==> config.mk <==
export PLATFORM = sky130hd
export DESIGN_NAME = led_pattern_sequencer
export DESIGN_NICKNAME = d
export VERILOG_FILES = /design/src/rtl/led_seq_pkg.sv /design/src/rtl/button_debouncer.sv /design/src/rtl/led_pattern_sequencer.sv
export SDC_FILE = /design/constraint.sdc
export NUM_CORES = 1
export LEC_CHECK = 0
export ABC_AREA = 1
export BUFFER_PORTS_ARGS = -buffer_cell sky130_fd_sc_hd__buf_2
export CAP_MARGIN = 20
export CORE_ASPECT_RATIO = 1.25
export CORE_MARGIN = 2
export CORE_UTILIZATION = 40
export DETAILED_ROUTE_END_ITERATION = 10
export HOLD_SLACK_MARGIN = 0.12
export PLACE_DENSITY_LB_ADDON = 0.08
export SYNTH_ARGS = -nofsm -noshare
export SYNTH_HDL_FRONTEND = slang
export SYNTH_SLANG_ARGS = --single-unit
==> constraint.sdc <==
create_clock -name i_clock -period 5.2 [get_ports i_clock]
set_input_delay 0.78 -clock i_clock [delete_from_list [all_inputs] [get_ports i_clock]]
set_output_delay 0.78 -clock i_clock [all_outputs]
set_load 0.02 [all_outputs]
==> src/rtl/led_seq_pkg.sv <==
// led_seq_pkg: shared types, rate codes and the blink pattern table for the LED sequencer.
package led_seq_pkg;

    typedef enum logic [1:0] {
        S_IDLE = 2'd0,
        S_LOAD = 2'd1,
        S_RUN  = 2'd2
    } state_e;

    localparam logic [1:0] RATE_100 = 2'b00;
    localparam logic [1:0] RATE_50  = 2'b01;
    localparam logic [1:0] RATE_10  = 2'b10;
    localparam logic [1:0] RATE_1   = 2'b11;

    // Five dwell bits so the 3 s step (30 units) fits; dwell 0 marks the end of a pattern.
    localparam int DWELL_W = 5;

    typedef struct packed {
        logic [1:0]         rate;
        logic [DWELL_W-1:0] dwell;
    } step_t;

    typedef step_t [0:7] pattern_t;

    localparam step_t END_MARK = '0;

    localparam pattern_t [0:3] PATTERN_TABLE = '{
        '{step_t'{RATE_100, 5'd10}, step_t'{RATE_50, 5'd10}, step_t'{RATE_10, 5'd10},
          step_t'{RATE_1, 5'd30}, END_MARK, END_MARK, END_MARK, END_MARK},
        '{step_t'{RATE_1, 5'd5}, END_MARK, END_MARK, END_MARK,
          END_MARK, END_MARK, END_MARK, END_MARK},
        '{step_t'{RATE_10, 5'd5}, step_t'{RATE_100, 5'd5}, END_MARK, END_MARK,
          END_MARK, END_MARK, END_MARK, END_MARK},
        '{END_MARK, END_MARK, END_MARK, END_MARK,
          END_MARK, END_MARK, END_MARK, END_MARK}
    };

    function automatic step_t pattern_entry(input logic [1:0] pat, input logic [2:0] step);
        return PATTERN_TABLE[pat][step];
    endfunction

endpackage

==> src/rtl/button_debouncer.sv <==
// button_debouncer: 2-flop synchronizer, stability counter and a 1-cycle pulse on each accepted press.
module button_debouncer #(
    parameter int DEBOUNCE_CYCLES = 250_000
) (
    input  logic clk_i,
    input  logic rst_ni,
    input  logic btn_i,
    output logic press_o
);

    localparam int CW = $clog2(DEBOUNCE_CYCLES + 1);

    logic [1:0]    sync_q;
    logic          level_q;
    logic          press_q;
    logic [CW-1:0] cnt_q;
    logic [CW-1:0] cnt_d;
    logic          differ;
    logic          flip;

    // The counter tracks how long the synchronized input has disagreed with the accepted level.
    assign differ  = sync_q[1] != level_q;
    assign flip    = differ && cnt_q == CW'(DEBOUNCE_CYCLES - 1);
    assign cnt_d   = (flip || !differ) ? '0 : cnt_q + 1'b1;
    assign press_o = press_q;

    always_ff @(posedge clk_i or negedge rst_ni) begin
        if (!rst_ni) begin
            sync_q  <= '0;
            level_q <= 1'b0;
            cnt_q   <= '0;
            press_q <= 1'b0;
        end else begin
            sync_q  <= {sync_q[0], btn_i};
            cnt_q   <= cnt_d;
            level_q <= level_q ^ flip;
            press_q <= flip && !level_q;
        end
    end

endmodule

==> src/rtl/led_pattern_sequencer.sv <==
// led_pattern_sequencer: steps the blinker through a stored pattern of rate/dwell entries,
// started and stopped by a debounced push-button.
module led_pattern_sequencer
    import led_seq_pkg::*;
#(
    parameter int CLK_HZ          = 25_000_000,
    parameter int TICK_CYCLES     = CLK_HZ / 10,
    parameter int DEBOUNCE_CYCLES = 250_000
) (
    input  logic       i_clock,
    input  logic       i_reset_n,
    input  logic       i_start_stop,
    input  logic [1:0] i_pattern_sel,
    output logic       o_enable,
    output logic       o_switch_1,
    output logic       o_switch_2,
    output logic       o_running,
    output logic [2:0] o_step
);

    localparam int PW = $clog2(TICK_CYCLES);

    logic               press;
    step_t              entry;
    logic               tick_wrap;
    state_e             state_q;
    logic [1:0]         sel_q;
    logic [2:0]         step_q;
    logic [PW-1:0]      presc_q;
    logic [DWELL_W-1:0] dwell_q;
    logic               en_q;
    logic [1:0]         rate_q;

    button_debouncer #(
        .DEBOUNCE_CYCLES(DEBOUNCE_CYCLES)
    ) u_button (
        .clk_i  (i_clock),
        .rst_ni (i_reset_n),
        .btn_i  (i_start_stop),
        .press_o(press)
    );

    assign entry     = pattern_entry(sel_q, step_q);
    assign tick_wrap = presc_q == PW'(TICK_CYCLES - 1);

    // A press while active always wins over step advance and loop-back.
    always_ff @(posedge i_clock or negedge i_reset_n) begin
        if (!i_reset_n) begin
            state_q <= S_IDLE;
            sel_q   <= '0;
            step_q  <= '0;
            presc_q <= '0;
            dwell_q <= '0;
            en_q    <= 1'b0;
            rate_q  <= RATE_100;
        end else if (state_q != S_IDLE && press) begin
            state_q <= S_IDLE;
            step_q  <= '0;
            presc_q <= '0;
            dwell_q <= '0;
            en_q    <= 1'b0;
            rate_q  <= RATE_100;
        end else begin
            case (state_q)
                S_IDLE: begin
                    if (press) begin
                        state_q <= S_LOAD;
                        sel_q   <= i_pattern_sel;
                        step_q  <= '0;
                    end
                end
                S_LOAD: begin
                    if (entry.dwell == '0) begin
                        if (step_q == '0) state_q <= S_IDLE;
                        step_q <= '0;
                    end else begin
                        state_q <= S_RUN;
                        rate_q  <= entry.rate;
                        en_q    <= 1'b1;
                        dwell_q <= entry.dwell;
                        presc_q <= '0;
                    end
                end
                S_RUN: begin
                    presc_q <= tick_wrap ? '0 : presc_q + 1'b1;
                    if (tick_wrap) begin
                        dwell_q <= dwell_q - 1'b1;
                        if (dwell_q == DWELL_W'(1)) begin
                            state_q <= S_LOAD;
                            step_q  <= step_q + 1'b1;
                        end
                    end
                end
                default: state_q <= S_IDLE;
            endcase
        end
    end

    assign o_enable   = en_q;
    assign o_switch_1 = rate_q[1];
    assign o_switch_2 = rate_q[0];
    assign o_running  = state_q != S_IDLE;
    assign o_step     = step_q;

endmodule

* Word-level counts from Yosys, hierarchy flattened
Index checks and enable logic that the tools add are counted.
** Operators by class
- Reductions and logical operators :: 19
- Div/mod/pow operators :: 0
- Multipliers :: 0
- $lt $le $gt $ge :: 2
- Multiplexer cells :: 34
- Shifts and indexed selects :: 0
- Equality and inequality tests :: 13
- Add/subtract/negate cells :: 4
- Bitwise operators :: 4
** Operator list (count)
- $bmux W56 S2 :: 1
- $mux W56 :: 2
- $mux W22 :: 3
- $pmux W22 S2 :: 1
- $add A22 B1 Y22 const B :: 1
- $eq A22 B22 Y1 const B :: 1
- $bmux W7 S3 :: 1
- $add A18 B1 Y18 const B :: 1
- $eq A18 B18 Y1 const B :: 1
- $mux W18 :: 1
- $mux W2 :: 9
- $mux W3 :: 5
- $mux W5 :: 3
- $mux W7 :: 2
- $ne A3 B3 Y1 const B :: 4
- $pmux W5 S2 :: 1
- $pmux W3 S3 :: 1
- $pmux W2 S3 :: 1
- $reduce_and A3 Y1 :: 2
- $eq A5 B1 Y1 const B :: 1
- $logic_not A5 Y1 :: 1
- $reduce_and A5 Y1 :: 1
- $sub A5 B1 Y5 const B :: 1
- $ge A4 B4 Y1 const B :: 1
- 23 further kinds :: 30
** Word-level totals
- Bits of input ports :: 5
- Memories kept :: 0
- Logic and storage cells :: 87
- Bits in writable memories :: 0
- Latch bits :: 0
- Output and inout bits :: 7
- Bits in read-only memories :: 0
- Bits in registers :: 59

* Logic depth before layout (Yosys ltp)
Gate-level depths: netlist of the first run.
- Depth after elaboration :: 11
- Gate-level depth with buffers :: 12
- Mapped depth without buffers :: 12

* By module
Synthesis of the first run repeated with hierarchy kept, for this count alone.
** Unflattened totals
- Cells, all modules :: 549
- Area, all modules :: 3897.5 µm²
** By module, submodules not included
- led_pattern_sequencer :: cells an instance 395, seq. area each 925.9 µm², area an instance 2700.1 µm², instances 1
- button_debouncer :: cells an instance 154, seq. area each 550.5 µm², area an instance 1197.4 µm², instances 1

* Worst setup path after synthesis of the first run
Ideal clock, no wire load.
- Path type :: register to register
- From :: reg state_q[0]
- To :: reg presc_q[5]
- Path slack :: 3.505 ns
- Data required time :: 5.081 ns
- Buffers on the path :: 1
- Clock period less this slack :: 1.695 ns
- Arrival :: 1.576 ns
- Cell stages (with the launch flop) :: 12
- Setup time :: 0.119 ns
- Cell sequence :: dfrtp_1 inv_1 ha_1 nor2_4 nor2_2 nand3_4 nand2_4 inv_6 buf_6 nand2_2 nor3_2 nor2_1
** On the way
- Cells in the longest elaborated chain, start to end :: 4
- Elaborated cells on any way between the ends :: 9
- Classes of those cells :: eq/ne (3); mux (2); reduce/logical (4)
** Ends and longest elaborated chain
- start, declared :: line led_pattern_sequencer.sv:26 : state_e state_q;
- start signal, assigned :: line led_pattern_sequencer.sv:49 : state_q <= S_IDLE;
- start signal, assigned :: line led_pattern_sequencer.sv:57 : state_q <= S_IDLE;
- start signal, assigned :: line led_pattern_sequencer.sv:67 : state_q <= S_LOAD;
- $reduce_bool A2 Y1 :: line led_pattern_sequencer.sv:56 : end else if (state_q != S_IDLE && press) begin
- $logic_and A1 B1 Y1 :: line led_pattern_sequencer.sv:56
- $ne A3 B3 Y1 (no line) / $reduce_bool A3 Y1 (equally long branches)
- $reduce_and A2 Y1 (no line)
- end signal, assigned :: line led_pattern_sequencer.sv:85 : presc_q <= tick_wrap ? '0 : presc_q + 1'b1;
- end, declared :: line led_pattern_sequencer.sv:29 : logic [PW-1:0] presc_q;
Parallel ways exist; a longest one is shown, timed or not.
A chain may end at the register's enable or synchronous reset.

* Worst setup path after layout of the first run
- From :: reg state_q[0]
- To :: out o_running
** On the way
- Cells in the longest elaborated chain, start to end :: 1
** Ends and longest elaborated chain
- $reduce_bool A2 Y1 :: line led_pattern_sequencer.sv:102 : assign o_running = state_q != S_IDLE;
- end, declared :: line led_pattern_sequencer.sv:17 : output logic o_running,
Every way passes these cells.

==> impl_metrics.yaml, run 1 <==
timing:
  setup_violations: 0
  tns_ns: 0
  layout_min_cycle_time_ns: 2.21
  worst_clock_skew_ns: 0.00923
  period_share_pct: 42.6
  finalHoldViolations: 0
  grt_setup_unrepaired: "no"
  max_slew_violation_count: 0
  timing.fmax_mhz: 452
  worst_pin_slew_ns: 0.754
  slew_headroom_pct: 49.8
worst_setup_path:
  cpMostUsedCell: "sky130_fd_sc_hd__inv_1"
  required_ns: 4.42
  worstSetupStartpointType: "flip-flop"
  worst_path_largest_cell_delay_ns: 0.41
  critical_path.slowest_cell: "sky130_fd_sc_hd__dfrtp_1"
  critPathArrivalTime_ns: 1.43
  path_class: "reg2out"
  r2r_cells: 9
  critical_path_peak_fanout: 4
  crit_buf_inv: 3
  worst_path_dominant_cell_family: "buffers and inverters"
  critical_path_depth: 4
  critical_path.cell_chain: "inv_1 > ha_1 > inv_1 > buf_2"
  setup.worst_path.end_class: "output port"
global_routing:
  grt_pass1_vias: 3178
  grt.total_usage_pct: 18.6
  grt_overflow_total: 0
  grt_max_degree: 60
  grt_pass1_wl_um: 14900
  antenna_violations_before_repair: 0
power:
  power_report.internal_total_mw: 0.827
  p_comb_share_pct: 2.6
  power_dissipated_by_switching_net_loads_mw: 0.226
  switching_share_pct: 21.5
  power.sequential.fraction_pct: 44.2
  share_of_power_burned_in_the_clock_network_pct: 53.1
  cellLeakagePower_nw: 1.88
  power.density_nw_per_um2: 256
  vdd_drop_max_uv: 147
cells_and_area:
  drive_gt1_share_pct: 10.1
  seqCellArea_um2: 1480
  layout.filler_cells: 967
  multiInputGateArea_um2: 1890
  fin_nets: 538
  most_frequent_standard_cell_in_the_layout_excluding_fill_and_tap_cells: "sky130_fd_sc_hd__nand2_1"
  layout.cells.most_common_list: "sky130_fd_sc_hd__nand2_1, sky130_fd_sc_hd__nor2_1, sky130_fd_sc_hd__inv_1, sky130_fd_sc_hd__dfrtp_1, sky130_fd_sc_hd__nand3_1"
  num_antenna_cells: 0
  final_util_pct: 45.4
  synthToLayoutAreaGrowth_pct: 11.6
logic_synthesis:
  mappedNetlistArea_um2: 3690
  synth_fp_nets: 523
  syn-mean-instance-area_um2: 7.30
  synth_seq_area_share_pct: 40.0
  synth.distinct_cells: 36
  netlist_instances: 505
  synth.ff_latch_count: 59
  yosys_warnings: 0
clocking:
  cts_max_level: 3
  max-clock-path-buffers: 2
  clock_latency_ns: 0.33
  cts_hold_repair.buffers: 0
  path_clk_slew_ns: 0.05
  number_of_buffers_added_by_the_clock_tree_synthesis_step: 9
  cts_resized: 0
  cts_post_setup_buffers_inserted: 0
  cts.root.buffer_cell: "sky130_fd_sc_hd__clkbuf_16"
  cts_num_sinks: 59
  tritoncts: "built"
placement:
  port_buffers: 11
  dpl.hpwl_um: 6290
  gp_routability_congestion: 0.832
routing:
  initialDrtViolationCount: 107
  antenna_left: 0
  viasPerCell: 4.86
  vias: 3147
  remaining_drc_errors: 0
  wl_per_cell_um: 13.0
  drt-pass1-iter-count: 4
  totalWireLength_um: 8430
job:
  timing.max_cap.violations: 0
floorplan:
  core.rowCount: 39
  die-width_um: 89.9
  dieArea_um2: 10000
  chipHeight_um: 111
  initial_core_util_pct: 40.6
  num_io_pins: 12
  total_core_area_um2: 9080
min_path:
  worst_hold_path_type: "reg2reg"
  depth_of_the_worst_hold_timing_path: 0
run_status:
  status: "complete, no violations"
[registers in the layout (all words and copies together), names as in the netlist, 2 cells and up, named ones only]
register / count
state_q: 2
rate_q: 2
u_button.cnt_q: 18
dwell_q: 5
presc_q: 22
u_button.sync_q: 2
sel_q: 2
o_step: 3
[synthesized netlist by cell type, drive strengths merged]
library cell  number  area share, %
nand3b             2           0.41
xnor2              2           0.47
o211ai             2           0.41
nand2            138             15
o31ai              2           0.41
or3                1           0.17
a21o               1           0.20
o21ai             26            4.1
nand4             16            2.7
nor2              83            9.1
inv               65            6.8
xor2              12            2.8
nor3              15            2.2
nor4               2           0.34
a21oi             14            1.9
nand3             40            5.9
ha                13            4.4
dfrtp             59             40
and2               1           0.17
o21bai             1           0.20
and3               2           0.34
buf                8            1.8
[final cells by class]
type / count / area share [%]
Multi-Input combinational cell: 373 / 46.0
Inverter: 65 / 6.11
Sequential cell: 59 / 35.9
Timing Repair Buffer: 12 / 1.52
Tap cell: 123 / 3.74
Clock inverter: 2 / 0.243
Clock buffer: 13 / 6.56
[stage by stage]
step	cells	instance area, um^2	setup slack, ns	hold slack, ns	power (mW)
3_3_place_gp	632	3840	3.20	0.348	0.503
2_1_floorplan	505	3690	3.51	0.331	0.488
3_5_place_dp	632	3840	3.11	0.345	0.503
5_1_grt	647	4120	2.92	0.374	1.09
6_report	647	4120	2.99	0.350	1.05
4_1_cts	647	4120	2.97	0.356	1.07
[cell families after synthesis]
group | after synthesis | synth area share (%)
adder cells (fa/ha/maj) | 13 | 4.41
AO/OA/AOI/OAI | 46 | 7.26
flip-flops | 59 | 40.0
XOR/XNOR | 14 | 3.32
buffers and inverters | 73 | 8.65
AND/OR/NAND/NOR | 300 | 36.3
[worst paths after layout]
kind / start / endpoint / slack [ns]
min in group asynchronous: i_reset_n / presc_q[21] / 0.60
min reg2reg: u_button.sync_q[0] / u_button.sync_q[1] / 0.35
max reg2reg: state_q[0] / presc_q[14] / 3.12
min: u_button.sync_q[0] / u_button.sync_q[1] / 0.35
max: state_q[0] / o_running / 2.99
max in group asynchronous: i_reset_n / async pin / 4.09
[power by group through the flow]
stage          Sequential (mW)  Clock, mW  Combinational [mW]
2_1_floorplan            0.473          0              0.0145
3_3_place_gp             0.473          0              0.0294
3_5_place_dp             0.474          0              0.0294
4_1_cts                  0.466      0.574              0.0295
5_1_grt                  0.466      0.595              0.0339
6_report                 0.466      0.560              0.0279
[metal layers]
metal	share of wire, %	global-route usage (%)	vias to the layer above	wire, um
met4	2.1	7.59	0	176
met1	46	23.1	1469	3860
li1	-	-	1640	-
met2	50	32.0	26	4240
met3	1.8	3.25	12	149
met5	0	0	-	0
No activity file was read; power rests on OpenSTA's default activity.
==> run 2: changes to the inputs <==
- clock period: 5.2 -> 2.21 ns (I/O delays scaled with it)
==> run 2 against run 1 <==
  * Via count is 2.1% higher
  * Worst setup slack got worse by 2.8 ns
  * Wire length increased by 0.72%
  * Clock skew down 0.0011 ns
  * Global-route usage up 0.13 points
  * Design area up 1.9%
  * Sequential power rose by 140%
  * Largest cell class unchanged
  * Highest routed layer unchanged
==> impl_metrics.yaml, run 2 (synthesized netlist as in run 1, its figures left out) <==
run_status:
  status: "complete, no violations"
clocking:
  cts_max_level: 3
  cts_hold_repair.buffers: 1
  cts_post_setup_buffers_inserted: 0
  cts_resized: 0
  path_clk_slew_ns: 0.05
  tritoncts: "built"
  clock_latency_ns: 0.33
  cts.root.buffer_cell: "sky130_fd_sc_hd__clkbuf_16"
  max-clock-path-buffers: 2
  cts_num_sinks: 59
  number_of_buffers_added_by_the_clock_tree_synthesis_step: 9
worst_setup_path:
  worst_path_largest_cell_delay_ns: 0.39
  setup.worst_path.end_class: "flip-flop"
  crit_buf_inv: 2
  worstSetupStartpointType: "flip-flop"
  r2r_cells: 9
  crit-reg2reg-launch: "state_q[0]"
  critPathArrivalTime_ns: 2.21
  path_class: "reg2reg"
  cpMostUsedCell: "sky130_fd_sc_hd__nand2_4"
  critical_path.cell_chain: "inv_1 > ha_1 > nor2_4 > nor2_2 > nand3_4 > nand2_4 > inv_6 > nand2_4 > and3_1"
  timing.reg2reg.setup_slack_ns: 0.22
  critical_path.slowest_cell: "sky130_fd_sc_hd__dfrtp_1"
  critical_path_peak_fanout: 23
  r2r_end: "presc_q[14]"
  worst_path_dominant_cell_family: "simple AND/OR/NAND/NOR gates"
  required_ns: 2.43
power:
  power_report.internal_total_mw: 2.08
  vdd_drop_max_uv: 450
  power.sequential.fraction_pct: 42.1
  switching_share_pct: 20.3
  share_of_power_burned_in_the_clock_network_pct: 55.2
  p_comb_share_pct: 2.7
  power_dissipated_by_switching_net_loads_mw: 0.527
  cellLeakagePower_nw: 1.92
  power_consumption_mw: 2.60
  power.density_nw_per_um2: 620
min_path:
  hold-path-endpoint: "u_button.sync_q[0]"
  depth_of_the_worst_hold_timing_path: 1
  worst_hold_path_type: "in2reg"
  worst_hold_startpoint: "i_start_stop"
placement:
  placed_standard_cell_area_um2: 3880
  gp_routability_congestion: 0.866
  dpl.hpwl_um: 6420
  port_buffers: 11
  post_place_setup_slack_ns: 0.228
cells_and_area:
  largest_registers: "presc_q x22, u_button.cnt_q x18, dwell_q x5"
  largest_register_ff_count: 22
  fin_nets: 543
  num_antenna_cells: 0
  seqCellArea_um2: 1480
  most_frequent_standard_cell_in_the_layout_excluding_fill_and_tap_cells: "sky130_fd_sc_hd__nand2_1"
  synthToLayoutAreaGrowth_pct: 13.8
  multiInputGateArea_um2: 1890
  layout.filler_cells: 933
  finish.instance_area_um2: 4200
  layout.cells.most_common_list: "sky130_fd_sc_hd__nand2_1, sky130_fd_sc_hd__nor2_1, sky130_fd_sc_hd__inv_1, sky130_fd_sc_hd__dfrtp_1, sky130_fd_sc_hd__nand3_1"
  drive_gt1_share_pct: 10.6
  regMostFlops: "presc_q"
floorplan:
  chipHeight_um: 111
  num_io_pins: 12
  die-width_um: 89.9
  initial_core_util_pct: 40.6
  core.rowCount: 39
  total_core_area_um2: 9080
  dieArea_um2: 10000
global_routing:
  grt.total_usage_pct: 18.7
  grt_overflow_total: 0
  grt_max_degree: 40
  grt_pass1_vias: 3247
  antenna_violations_before_repair: 0
  grt_pass1_wl_um: 15000
routing:
  wl_per_cell_um: 13.0
  initialDrtViolationCount: 146
  remaining_drc_errors: 0
  vias: 3212
  totalWireLength_um: 8490
  viasPerCell: 4.92
  antenna_left: 0
  drt-pass1-iter-count: 4
timing:
  period_share_pct: 90.2
  post-route-worst-setup-slack_ns: 0.217
  worst_clock_skew_ns: 0.00811
  tns_ns: 0
  setup_violations: 0
  worst_pin_slew_ns: 0.535
  finalHoldViolations: 0
  timing.fmax_mhz: 502
  layout_min_cycle_time_ns: 1.99
  slew_headroom_pct: 64.3
  max_slew_violation_count: 0
  grt_setup_unrepaired: "no"
job:
  timing.max_cap.violations: 0
run 2: cell types whose count changed in the layout (fill, tap and decap cells not counted), sizes merged:
cell	before	now
buf	12	16
bufinv	0	1
clkbuf	13	15
clkinv	2	0
dlygate4sd3	0	1
run 2: cell type report:
cell class / instances / area share [%]
Tap cell: 123 / 3.67
Inverter: 65 / 5.99
Sequential cell: 59 / 35.2
Clock buffer: 15 / 6.62
Clock inverter: 1 / 0.715
Multi-Input combinational cell: 373 / 45.1
Timing Repair Buffer: 17 / 2.74
run 2: how the worst max path moves through the flow:
stage,endpoint,cells past startpoint,startpoint,slack [ns]
6_report,presc_q[14],9,state_q[0],0.22
5_1_grt,presc_q[14],9,state_q[0],0.05
4_1_cts,presc_q[14],9,state_q[0],0.21
3_5_place_dp,presc_q[14],9,state_q[0],0.23
3_3_place_gp,presc_q[14],9,state_q[0],0.29
2_1_floorplan,presc_q[5],11,state_q[0],0.52
run 2: per-stage QoR:
stage	instances	hold WS, ns	util, %
global route	653	0.126	46.3
floorplan	505	0.0359	-
global placement	636	0.351	42.7
detailed placement	636	0.350	42.7
finish	653	0.134	46.3
CTS	653	0.134	46.3
run 2: power groups by stage:
stage                     registers [mW]  clock network [mW]  logic (mW)
after CTS                           1.10                1.47      0.0737
after floorplan                     1.11                   0      0.0340
after global placement              1.11                   0      0.0713
after detailed placement            1.11                   0      0.0724
after global routing                1.10                1.53      0.0839
final                               1.10                1.44      0.0697
run 2: worst register-to-register path: stages, from the launching register on:
cell and delay (ns):
sky130_fd_sc_hd__dfrtp_1 0.39, sky130_fd_sc_hd__inv_1 0.11, sky130_fd_sc_hd__ha_1 0.28, sky130_fd_sc_hd__nor2_4 0.24
sky130_fd_sc_hd__nor2_2 0.08, sky130_fd_sc_hd__nand3_4 0.12, sky130_fd_sc_hd__nand2_4 0.07, sky130_fd_sc_hd__inv_6 0.13
sky130_fd_sc_hd__nand2_4 0.20, sky130_fd_sc_hd__and3_1 0.26
run 2: routing by layer:
| layer | GRT usage [%] | vias to the layer above | part of all wire (%) |
|---|---|---|---|
| li1 | - | 1660 | - |
| met2 | 31.6 | 41 | 49 |
| met3 | 4.06 | 21 | 2.5 |
| met4 | 9.85 | 0 | 3.4 |
| met1 | 22.4 | 1490 | 45 |
| met5 | 0 | - | 0 |
==> run 3: changes to the inputs <==
- CORE_UTILIZATION: 40 -> 62
==> run 3 against run 2 <==
  * Wire length shrank 5.5%
  * Via count grew 2.5%
  * Sequential power is essentially flat
  * Clock-buffer cell count shrank 4
  * Fmax shrank 1.5%
  * Core utilization grew 24 points
==> impl_metrics.yaml, run 3 (synthesized netlist as in run 1, its figures left out) <==
worst_setup_path:
  path_class: "reg2reg"
  critPathArrivalTime_ns: 2.29
  critical_path_depth: 10
  required_ns: 2.48
  critical_path.slowest_cell: "sky130_fd_sc_hd__dfrtp_1"
  worst_path_dominant_cell_family: "simple AND/OR/NAND/NOR gates"
  crit_buf_inv: 2
  worstSetupStartpointType: "flip-flop"
  setup.worst_path.end_class: "flip-flop"
  critical_path.cell_chain: "inv_1 > ha_1 > nor2_4 > nor2_2 > nand3_4 > nand2_4 > inv_6 > nand2_8 > nand2_1 > a21oi_1"
  critical_path_peak_fanout: 23
  worst_path_largest_cell_delay_ns: 0.42
  r2r_cells: 10
global_routing:
  antenna_violations_before_repair: 0
  grt_pass1_wl_um: 13600
  grt_max_degree: 38
  grt_overflow_total: 0
  grt_pass1_vias: 3064
  grt.total_usage_pct: 26.2
floorplan:
  total_core_area_um2: 5780
  die-width_um: 73.0
  initial_core_util_pct: 63.8
  dieArea_um2: 6590
  chipHeight_um: 90.2
  num_io_pins: 12
  core.rowCount: 31
placement:
  port_buffers: 11
  dpl.hpwl_um: 5950
  gp_routability_congestion: 0.884
  post_place_setup_slack_ns: 0.120
  placed_standard_cell_area_um2: 3780
timing:
  tns_ns: 0
  period_share_pct: 91.5
  layout_min_cycle_time_ns: 2.02
  worst_clock_skew_ns: 0.00781
  finalHoldViolations: 0
  post-route-worst-setup-slack_ns: 0.187
  slew_headroom_pct: 63.9
  timing.fmax_mhz: 494
  worst_pin_slew_ns: 0.542
  hold_ws_ns: 0.249
  max_slew_violation_count: 0
  setup_violations: 0
  grt_setup_unrepaired: "no"
power:
  cellLeakagePower_nw: 1.87
  power.density_nw_per_um2: 565
  vdd_drop_max_uv: 512
routing:
  antenna_left: 0
  drt-pass1-iter-count: 5
  vias: 3293
  viasPerCell: 5.55
  totalWireLength_um: 8030
  initialDrtViolationCount: 255
  remaining_drc_errors: 0
  wl_per_cell_um: 13.5
cells_and_area:
  layout.cells.most_common_list: "sky130_fd_sc_hd__nand2_1, sky130_fd_sc_hd__nor2_1, sky130_fd_sc_hd__inv_1, sky130_fd_sc_hd__dfrtp_1, sky130_fd_sc_hd__nand3_1"
  fin_nets: 540
  final_util_pct: 69.8
  drive_gt1_share_pct: 10.4
  largest_registers: "presc_q x22, u_button.cnt_q x18, dwell_q x5"
  num_antenna_cells: 0
  synthToLayoutAreaGrowth_pct: 9.36
  largest_register_ff_count: 22
  finish.instance_area_um2: 4030
  most_frequent_standard_cell_in_the_layout_excluding_fill_and_tap_cells: "sky130_fd_sc_hd__nand2_1"
  regMostFlops: "presc_q"
job:
  timing.max_cap.violations: 0
clocking:
  tritoncts: "built"
  cts.root.buffer_cell: "sky130_fd_sc_hd__clkbuf_8"
  cts_num_sinks: 59
  path_clk_slew_ns: 0.07
  max-clock-path-buffers: 2
  number_of_buffers_added_by_the_clock_tree_synthesis_step: 9
  clock_latency_ns: 0.34
  cts_max_level: 3
min_path:
  worst_hold_path_type: "in2reg"
  depth_of_the_worst_hold_timing_path: 3
run_status:
  status: "complete, no violations"
==> run 3: final timing paths <==
check | from | end | slack, ns
worst max-delay path | state_q[0] | presc_q[10] | 0.19
worst min-delay path | i_pattern_sel[0] | sel_q[0] | 0.25
worst max register to register | state_q[0] | presc_q[10] | 0.19
worst min register to register | u_button.sync_q[0] | u_button.sync_q[1] | 0.42
max in group asynchronous | i_reset_n | u_button.press_o | 1.12
min in group asynchronous | i_reset_n | presc_q[7] | 0.50
==> run 3: routing by layer <==
metal | part of all wire (%) | wire, um | GRT usage (%)
met5 | 0 | 0 | 0
met4 | 3.3 | 265 | 13.0
met1 | 43 | 3450 | 33.4
met3 | 4.1 | 333 | 4.71
met2 | 50 | 3980 | 42.0
==> run 3: cell type report <==
class	instances	area (um^2)
clock inverters	5	75.1
inverters	65	251
well taps	66	82.6
multi-input cells	373	1900
clock buffers	11	151
fillers	476	1750
flip-flops and latches	59	1480
repair buffers	14	95.1
==> run 3: worst min-delay path: stages <==
cell,delay [ns]
sky130_fd_sc_hd__buf_2,0.07
sky130_fd_sc_hd__nor2_1,0.03
sky130_fd_sc_hd__a21oi_1,0.10
==> run 3: report_power, final <==
| part | internal [mW] | switching [mW] | total (mW) |
|---|---|---|---|
| Clock | 0.690 | 0.424 | 1.11 |
| Sequential | 1.09 | 0.00691 | 1.09 |
| Combinational | 0.0217 | 0.0488 | 0.0705 |
==> run 3: through the flow <==
stage          cells  power (mW)
4_1_cts          593        2.30
6_report         593        2.28
2_1_floorplan    505        1.15
3_5_place_dp     575        1.18
5_1_grt          593        2.35
3_3_place_gp     575        1.18
==> run 3: what timing repair did <==
| action | 4_1_cts | 5_1_grt |
|---|---|---|
| endpoints found under the setup margin | 0 | 12 |
| hold buffers | 2 | 0 |
| endpoints found under the hold margin | 23 | 0 |
| buffers inserted | 0 | 0 |
| resized for setup | 0 | 1 |
